===== src/rtl/axi_txn_pkg.sv =====
// Shared types for the AXI write transaction tracker: queued AW records,
// pending-B records and the write response encoding.
package axi_txn_pkg;

  localparam int AXI_ADDR_W = 32;
  localparam int AXI_ID_W   = 8;

  typedef enum logic [1:0] {
    RESP_OKAY   = 2'b00,
    RESP_EXOKAY = 2'b01,
    RESP_SLVERR = 2'b10,
    RESP_DECERR = 2'b11
  } axi_resp_e;

  typedef struct packed {
    logic [AXI_ADDR_W-1:0] addr;
    logic [AXI_ID_W-1:0]   id;
    logic [7:0]            len;
    logic [2:0]            size;
    logic [1:0]            burst;
    logic [31:0]           ts;
  } aw_rec_t;

  // age = number of older live entries in the pending table (0 = oldest)
  typedef struct packed {
    aw_rec_t    aw;
    logic [7:0] age;
  } pend_rec_t;

endpackage


===== src/rtl/axi_write_txn_tracker_if.sv =====
// Observed AXI4 write channels; the bench drives through master, the tracker
// only listens through slave.
interface axi_write_txn_tracker_if #(
  parameter int ADDR_WIDTH = 32,
  parameter int ID_WIDTH   = 8
);
  logic                  aw_valid;
  logic                  aw_ready;
  logic [ADDR_WIDTH-1:0] aw_addr;
  logic [ID_WIDTH-1:0]   aw_id;
  logic [7:0]            aw_len;
  logic [2:0]            aw_size;
  logic [1:0]            aw_burst;
  logic                  w_valid;
  logic                  w_ready;
  logic                  w_last;
  logic                  b_valid;
  logic                  b_ready;
  logic [ID_WIDTH-1:0]   b_id;
  logic [1:0]            b_resp;

  modport master (
    output aw_valid, aw_ready, aw_addr, aw_id, aw_len, aw_size, aw_burst,
           w_valid, w_ready, w_last, b_valid, b_ready, b_id, b_resp
  );

  modport slave (
    input aw_valid, aw_ready, aw_addr, aw_id, aw_len, aw_size, aw_burst,
          w_valid, w_ready, w_last, b_valid, b_ready, b_id, b_resp
  );
endinterface


===== src/rtl/axi_txn_fifo.sv =====
// Synchronous FIFO of an arbitrary record type; DEPTH must be a power of 2
// and at least 2. Pushes while full and pops while empty are ignored.
module axi_txn_fifo #(
  parameter type T     = logic [7:0],
  parameter int  DEPTH = 8
) (
  input  logic clk,
  input  logic rst,
  input  logic push,
  input  T     din,
  input  logic pop,
  output T     dout,
  output logic empty,
  output logic full
);
  localparam int PW = $clog2(DEPTH);
  localparam int CW = PW + 1;

  T              mem [DEPTH];
  logic [PW-1:0] wr_ptr;
  logic [PW-1:0] rd_ptr;
  logic [CW-1:0] count;
  logic          do_push;
  logic          do_pop;

  assign do_push = push && !full;
  assign do_pop  = pop && !empty;
  assign dout    = mem[rd_ptr];
  assign empty   = (count == '0);
  assign full    = (count == CW'(DEPTH));

  always_ff @(posedge clk) begin
    if (do_push) mem[wr_ptr] <= din;
  end

  always_ff @(posedge clk) begin
    if (rst) begin
      wr_ptr <= '0;
      rd_ptr <= '0;
      count  <= '0;
    end else begin
      if (do_push) wr_ptr <= wr_ptr + 1'b1;
      if (do_pop)  rd_ptr <= rd_ptr + 1'b1;
      count <= count + CW'(do_push) - CW'(do_pop);
    end
  end
endmodule


===== src/rtl/axi_write_txn_tracker.sv =====
// Passive AXI4 write tracker: pairs AW, W bursts and B responses into
// completion records and flags protocol errors for the logging monitor.
module axi_write_txn_tracker
  import axi_txn_pkg::*;
#(
  parameter int ADDR_WIDTH = AXI_ADDR_W,
  parameter int ID_WIDTH   = AXI_ID_W,
  parameter int AW_DEPTH   = 8,
  parameter int PEND_DEPTH = 8
) (
  input  logic                    clk,
  input  logic                    rst,
  axi_write_txn_tracker_if.slave  axi,
  output logic                    txn_done,
  output logic [ID_WIDTH-1:0]     txn_id,
  output logic [ADDR_WIDTH-1:0]   txn_addr,
  output logic [7:0]              txn_len,
  output logic [1:0]              txn_resp,
  output logic [31:0]             txn_latency,
  output logic                    err_wlast,
  output logic                    err_w_no_aw,
  output logic                    err_b_orphan,
  output logic                    err_overflow,
  output logic [7:0]              outstanding
);
  localparam int PW = $clog2(PEND_DEPTH);

  logic [31:0]     cycle_cnt;
  logic [7:0]      bcnt;
  aw_rec_t         aw_in;
  aw_rec_t         aw_head;
  logic            aw_empty;
  logic            aw_full;
  logic            aw_hs, w_hs, b_hs;
  logic            aw_push, aw_drop;
  logic            w_beat, last_exp, burst_end;
  logic            pend_ins, pend_drop;
  pend_rec_t       pend_tbl [PEND_DEPTH];
  logic [PEND_DEPTH-1:0] pend_vld;
  logic [PW:0]     pend_cnt;
  logic            b_hit, b_take, free_ok;
  logic [PW-1:0]   hit_idx, free_idx;
  logic [7:0]      hit_age;

  assign aw_hs = axi.aw_valid && axi.aw_ready;
  assign w_hs  = axi.w_valid && axi.w_ready;
  assign b_hs  = axi.b_valid && axi.b_ready;

  assign aw_in = '{addr:  AXI_ADDR_W'(axi.aw_addr),
                   id:    AXI_ID_W'(axi.aw_id),
                   len:   axi.aw_len,
                   size:  axi.aw_size,
                   burst: axi.aw_burst,
                   ts:    cycle_cnt};

  assign aw_push   = aw_hs && !aw_full;
  assign aw_drop   = aw_hs && aw_full;
  // head is registered, so an AW pushed this cycle is invisible to this beat
  assign w_beat    = w_hs && !aw_empty;
  assign last_exp  = (bcnt == aw_head.len);
  assign burst_end = w_beat && last_exp;
  assign pend_ins  = burst_end && free_ok;
  assign pend_drop = burst_end && !free_ok;
  assign b_take    = b_hs && b_hit;

  axi_txn_fifo #(.T(aw_rec_t), .DEPTH(AW_DEPTH)) u_aw_q (
    .clk   (clk),
    .rst   (rst),
    .push  (aw_push),
    .din   (aw_in),
    .pop   (burst_end),
    .dout  (aw_head),
    .empty (aw_empty),
    .full  (aw_full)
  );

  // Oldest matching ID wins; lowest free slot takes the next insert.
  always_comb begin
    b_hit    = 1'b0;
    hit_idx  = '0;
    hit_age  = '1;
    free_ok  = 1'b0;
    free_idx = '0;
    for (int i = 0; i < PEND_DEPTH; i++) begin
      if (pend_vld[i] && pend_tbl[i].aw.id == AXI_ID_W'(axi.b_id) &&
          (!b_hit || pend_tbl[i].age < hit_age)) begin
        b_hit   = 1'b1;
        hit_idx = PW'(i);
        hit_age = pend_tbl[i].age;
      end
    end
    for (int i = PEND_DEPTH - 1; i >= 0; i--) begin
      if (!pend_vld[i]) begin
        free_ok  = 1'b1;
        free_idx = PW'(i);
      end
    end
  end

  always_ff @(posedge clk) begin
    if (rst) begin
      pend_vld <= '0;
      pend_cnt <= '0;
    end else begin
      if (b_take) begin
        pend_vld[hit_idx] <= 1'b0;
        for (int i = 0; i < PEND_DEPTH; i++) begin
          if (pend_vld[i] && pend_tbl[i].age > hit_age)
            pend_tbl[i].age <= pend_tbl[i].age - 8'd1;
        end
      end
      if (pend_ins) begin
        pend_vld[free_idx] <= 1'b1;
        pend_tbl[free_idx] <= '{aw: aw_head, age: 8'(pend_cnt) - 8'(b_take)};
      end
      pend_cnt <= pend_cnt + (PW+1)'(pend_ins) - (PW+1)'(b_take);
    end
  end

  always_ff @(posedge clk) begin
    if (rst) begin
      cycle_cnt    <= '0;
      bcnt         <= '0;
      txn_done     <= 1'b0;
      txn_id       <= '0;
      txn_addr     <= '0;
      txn_len      <= '0;
      txn_resp     <= '0;
      txn_latency  <= '0;
      err_wlast    <= 1'b0;
      err_w_no_aw  <= 1'b0;
      err_b_orphan <= 1'b0;
      err_overflow <= 1'b0;
      outstanding  <= '0;
    end else begin
      cycle_cnt    <= cycle_cnt + 32'd1;
      txn_done     <= b_take;
      if (b_take) begin
        txn_id      <= ID_WIDTH'(pend_tbl[hit_idx].aw.id);
        txn_addr    <= ADDR_WIDTH'(pend_tbl[hit_idx].aw.addr);
        txn_len     <= pend_tbl[hit_idx].aw.len;
        txn_resp    <= axi.b_resp;
        txn_latency <= cycle_cnt - pend_tbl[hit_idx].aw.ts;
      end
      err_wlast    <= w_beat && (axi.w_last != last_exp);
      err_w_no_aw  <= w_hs && aw_empty;
      err_b_orphan <= b_hs && !b_hit;
      if (aw_drop || pend_drop) err_overflow <= 1'b1;
      outstanding  <= outstanding + 8'(aw_push) - 8'(pend_drop) - 8'(b_take);
      if (burst_end)   bcnt <= '0;
      else if (w_beat) bcnt <= bcnt + 8'd1;
    end
  end
endmodule


===== src/flat_wrapper.sv =====
// flat-port wrapper written by rule: the top's interface ports become plain ports
module axi_write_txn_tracker_flat import axi_txn_pkg::*;
#(
  parameter int ADDR_WIDTH = AXI_ADDR_W,
  parameter int ID_WIDTH   = AXI_ID_W,
  parameter int AW_DEPTH   = 8,
  parameter int PEND_DEPTH = 8
)
  (clk, rst, txn_done, txn_id, txn_addr, txn_len, txn_resp, txn_latency, err_wlast, err_w_no_aw, err_b_orphan, err_overflow, outstanding, axi_aw_valid, axi_aw_ready, axi_aw_addr, axi_aw_id, axi_aw_len, axi_aw_size, axi_aw_burst, axi_w_valid, axi_w_ready, axi_w_last, axi_b_valid, axi_b_ready, axi_b_id, axi_b_resp);
  axi_write_txn_tracker_if #(.ADDR_WIDTH(ADDR_WIDTH), .ID_WIDTH(ID_WIDTH)) axi_i ();
  input  logic clk;
  input  logic rst;
  output logic txn_done;
  output logic [ID_WIDTH-1:0] txn_id;
  output logic [ADDR_WIDTH-1:0] txn_addr;
  output logic [7:0] txn_len;
  output logic [1:0] txn_resp;
  output logic [31:0] txn_latency;
  output logic err_wlast;
  output logic err_w_no_aw;
  output logic err_b_orphan;
  output logic err_overflow;
  output logic [7:0] outstanding;
  input wire logic [$bits(axi_i.aw_valid)-1:0] axi_aw_valid;
  input wire logic [$bits(axi_i.aw_ready)-1:0] axi_aw_ready;
  input wire logic [$bits(axi_i.aw_addr)-1:0] axi_aw_addr;
  input wire logic [$bits(axi_i.aw_id)-1:0] axi_aw_id;
  input wire logic [$bits(axi_i.aw_len)-1:0] axi_aw_len;
  input wire logic [$bits(axi_i.aw_size)-1:0] axi_aw_size;
  input wire logic [$bits(axi_i.aw_burst)-1:0] axi_aw_burst;
  input wire logic [$bits(axi_i.w_valid)-1:0] axi_w_valid;
  input wire logic [$bits(axi_i.w_ready)-1:0] axi_w_ready;
  input wire logic [$bits(axi_i.w_last)-1:0] axi_w_last;
  input wire logic [$bits(axi_i.b_valid)-1:0] axi_b_valid;
  input wire logic [$bits(axi_i.b_ready)-1:0] axi_b_ready;
  input wire logic [$bits(axi_i.b_id)-1:0] axi_b_id;
  input wire logic [$bits(axi_i.b_resp)-1:0] axi_b_resp;
  assign axi_i.aw_valid = axi_aw_valid;
  assign axi_i.aw_ready = axi_aw_ready;
  assign axi_i.aw_addr = axi_aw_addr;
  assign axi_i.aw_id = axi_aw_id;
  assign axi_i.aw_len = axi_aw_len;
  assign axi_i.aw_size = axi_aw_size;
  assign axi_i.aw_burst = axi_aw_burst;
  assign axi_i.w_valid = axi_w_valid;
  assign axi_i.w_ready = axi_w_ready;
  assign axi_i.w_last = axi_w_last;
  assign axi_i.b_valid = axi_b_valid;
  assign axi_i.b_ready = axi_b_ready;
  assign axi_i.b_id = axi_b_id;
  assign axi_i.b_resp = axi_b_resp;
  axi_write_txn_tracker #(.ADDR_WIDTH(ADDR_WIDTH), .ID_WIDTH(ID_WIDTH), .AW_DEPTH(AW_DEPTH), .PEND_DEPTH(PEND_DEPTH)) u_core (.clk(clk), .rst(rst), .axi(axi_i), .txn_done(txn_done), .txn_id(txn_id), .txn_addr(txn_addr), .txn_len(txn_len), .txn_resp(txn_resp), .txn_latency(txn_latency), .err_wlast(err_wlast), .err_w_no_aw(err_w_no_aw), .err_b_orphan(err_b_orphan), .err_overflow(err_overflow), .outstanding(outstanding));
endmodule

===== config.mk =====
export PLATFORM = sky130hd
export DESIGN_NAME = axi_write_txn_tracker_flat
export DESIGN_NICKNAME = d
export VERILOG_FILES = /design/src/rtl/axi_txn_pkg.sv /design/src/rtl/axi_write_txn_tracker_if.sv /design/src/rtl/axi_txn_fifo.sv /design/src/rtl/axi_write_txn_tracker.sv /design/src/flat_wrapper.sv
export SDC_FILE = /design/constraint.sdc
export NUM_CORES = 2
export LEC_CHECK = 0
export ABC_AREA = 1
export BUFFER_PORTS_ARGS = -buffer_cell sky130_fd_sc_hd__buf_2
export CAP_MARGIN = 10
export CORE_MARGIN = 3
export CORE_UTILIZATION = 57
export CTS_BUF_LIST = sky130_fd_sc_hd__clkbuf_4
export DETAILED_ROUTE_END_ITERATION = 8
export PLACE_DENSITY = 0.77
export SYNTH_ARGS = -nofsm -noshare
export SYNTH_HDL_FRONTEND = slang
export SYNTH_SLANG_ARGS = --single-unit

===== constraint.sdc =====
create_clock -name clk -period 16.3 [get_ports clk]
set_input_delay 1.63 -clock clk [delete_from_list [all_inputs] [get_ports clk]]
set_output_delay 1.63 -clock clk [all_outputs]
set_load 0.01 [all_outputs]

==> summary.txt <==
root buffer cell - clkbuf_4
post-synthesis register bit count - 1,504
pin count of the biggest net entering global routing - 162
uppermost routed layer - met5
Cell Pwr Density - 103.9 nW/um^2
EDFF count, synth - 1,344
cell mode on critical path - nand2_1
Hold Path Class - reg2reg
worst ir drop on vdd - 62.23 uV
I/O pins - 167
Die H - 343.7 um
Critical Path RT - 17.28 ns
dpl ws - -0.01554 ns
Final ANT Viol Nets - 0
Crit path max-delay family - simple AND/OR/NAND/NOR gates
Final nets - 6,406
DIE AREA - 118,100 um^2
crit path max fanout - 12
register area share after synthesis - 67.03%
setup violators final - 0
row cnt - 123
Post-DP HPWL - 98,330 um
met2 wire length - 77,740 um
# DRC - 0
Highest Clock Rate - 67.33 MHz
crit path kind - in2reg
Clk pin slew, worst setup/hold paths - 0.07 ns
clock buffer count from CTS - 381
Main synth FF type - edfxtp_1
status - finished clean
vias in the first global route - 45,280
final worst path period share - 91.11%
Arr. time, crit path - 15.83 ns
FF-to-FF path depth - 108
Leakage - 27.24 nW
DR vias/cell - 5.821
worst-margin pin slew - 1.403 ns
Warnings, synthesis - 0
WL met1 - 64,890 um
layout cells sized above 1 - 15.98%
Min Clock Period, post-route - 14.85 ns
Async SR Flop Fraction - 0%
relative slew slack - 6.054%
Vias - 46,330
Cell Area, Synth - 64,990 um^2
CTS tree - done
final WL - 166,400 um
Max-cap violations - 0
Worst Setup End Kind - flop
Final Cell Area - 72,410 um^2
CTS Hold Buffers Added - 0
Synth area leaders - edfxtp_1 62%, nor2_1 5.6%, dfxtp_1 4.9%
Starting DRT DRC Count - 4,790
Synth Instances - 5,726
Synth area leader - edfxtp_1
slowest stage delay, CP - 0.42 ns
area of the multi-input gates - 19,000 um^2
Buf/Inv on CP - 15
slowest cell on the critical path - fa_1
CP Launch Type - primary input
H-tree levels - 5
placed cell areas - 67,550 um^2
Longest Clk Path Bufs - 4
port bufs - 161
initial antenna violation count - 14
final hold violations - 0
Sequential Area - 43,570 um^2
Yosys top cell area share - 62.10%
drt pass-1 iters - 8
die width - 343.7 um
WL met3 - 18,400 um
fill count - 8,274
Core Region - 112,800 um^2
RSZ-0062 raised after global routing - true
average wire per cell in the routed design - 20.90 um
gr ovfl total - 0
GP Congestion - 0.9442
first-pass GRT wire length - 252,700 um
syn nets - 5,969
commonest non-fill, non-tap cells in the layout - 1,344 x edfxtp_1, 944 x nor2_1, 807 x nand2_1
Layout Utilization - 64.19%
Hold Path Stages - 2
Max Slew Vio Count - 0
total track usage - 28.01%
worst setup slack after layout - 1.449 ns
syn_area_per_cell - 11.35 um^2
Netlist cell types - 64
Area Growth Syn to Fin - 11.41%
Initial Util - 57.61%
commonest non-fill, non-tap cell in the layout - edfxtp_1
number of stages on the worst setup path - 108
Clock Skew - 0.1167 ns
worst skew pair latency - 1.19 ns
clock sinks - 1,504
## cells by family (layout without fill, tap and decap cells)
logic type,count (synthesis),in the layout,share of synthesized area (%)
adder cells (fa/ha/maj),171,171,3.350
XOR/XNOR,108,108,1.455
AO/OA/AOI/OAI,1252,1252,10.67
buffers and inverters,562,1293,3.999
flip-flops,1504,1504,67.03
other,0,3,0
multiplexers,8,8,0.1232
AND/OR/NAND/NOR,2121,2121,13.37
## worst paths after layout
check / startpoint / to / slack, ns
setup / recovery: axi_b_id[7] / u_core.txn_latency[28] / 1.45
hold / removal: u_core.u_aw_q.rd_ptr[2] / u_core.u_aw_q.rd_ptr[2] / 0.47
setup reg to reg: u_core.pend_tbl[0][54] / u_core.txn_latency[28] / 1.63
hold reg to reg: u_core.u_aw_q.rd_ptr[2] / u_core.u_aw_q.rd_ptr[2] / 0.47
## cell usage after synthesis, types with 11 or more instances
library cell	instances
nor2_1	962
a211oi_1	19
nand2_2	37
nand4_1	47
nand3_1	129
buf_2	38
o211ai_1	12
buf_4	11
buf_1	18
nor4_1	20
nor3_1	74
xor2_1	58
xnor2_1	50
o21ai_1	58
buf_6	27
inv_1	279
a21oi_1	267
edfxtp_1	1344
o221ai_1	54
o21ai_0	613
o22ai_1	95
dfxtp_1	160
nand2_1	807
ha_1	166
clkbuf_1	157
a31oi_1	80
inv_2	11
## metal layers
layer  vias to the layer above  global-route usage, %
met3                       366                  6.605
li1                      21520                      -
met5                         -                      0
met4                        16                  11.32
met2                      2426                  44.65
met1                     22010                  37.34
## per-stage QoR
stage                     hold slack, ns  cells   TNS, ns  power (mW)
after detailed placement          0.4488   7275  -0.01554       4.508
after floorplan                   0.4334   5726         0       4.417
after global placement            0.4418   7275         0       4.500
after global routing              0.5033   7958   -0.1147       7.812
final                             0.4691   7960         0       7.525
after CTS                         0.4686   7952         0       7.572
## power by group
part	internal (mW)	switching, mW	leakage, nW	total (mW)
combinational	0.0451	0.146	10.8	0.191
sequential	4.23	0.0122	13.6	4.24
clock	1.64	1.45	2.87	3.09
total	5.91	1.61	27.2	7.52
## final cells by class
class,instances,area share (%)
sequential,1504,60.17
multi-input combinational,3660,26.23
antenna,3,0.01037
timing repair buffer,321,2.799
inverter,295,1.569
clock buffer,562,5.827
tap,1500,2.592
clock inverter,115,0.7949
## tightest hold or removal path, cell delays in order, from the launching register on
cell,delay (ns)
dfxtp_1,0.31
inv_1,0.05
a21oi_1,0.07
## state kept, by name (all words and copies together) (netlist names), 8 cells and up, named ones only
signal,flops
u_core.pend_tbl,704
u_core.u_aw_q.mem,640
u_core.cycle_cnt,32
u_core.txn_addr,32
u_core.txn_latency,32
u_core.bcnt,8
u_core.outstanding,8
u_core.pend_vld,8
u_core.txn_id,8
u_core.txn_len,8
## timing repair
action                     in CTS  in global routing
setup buffers                   0                  0
gates resized for setup         0                 22
setup endpoints to repair       0                  9
(Power assumes the default switching activity.)
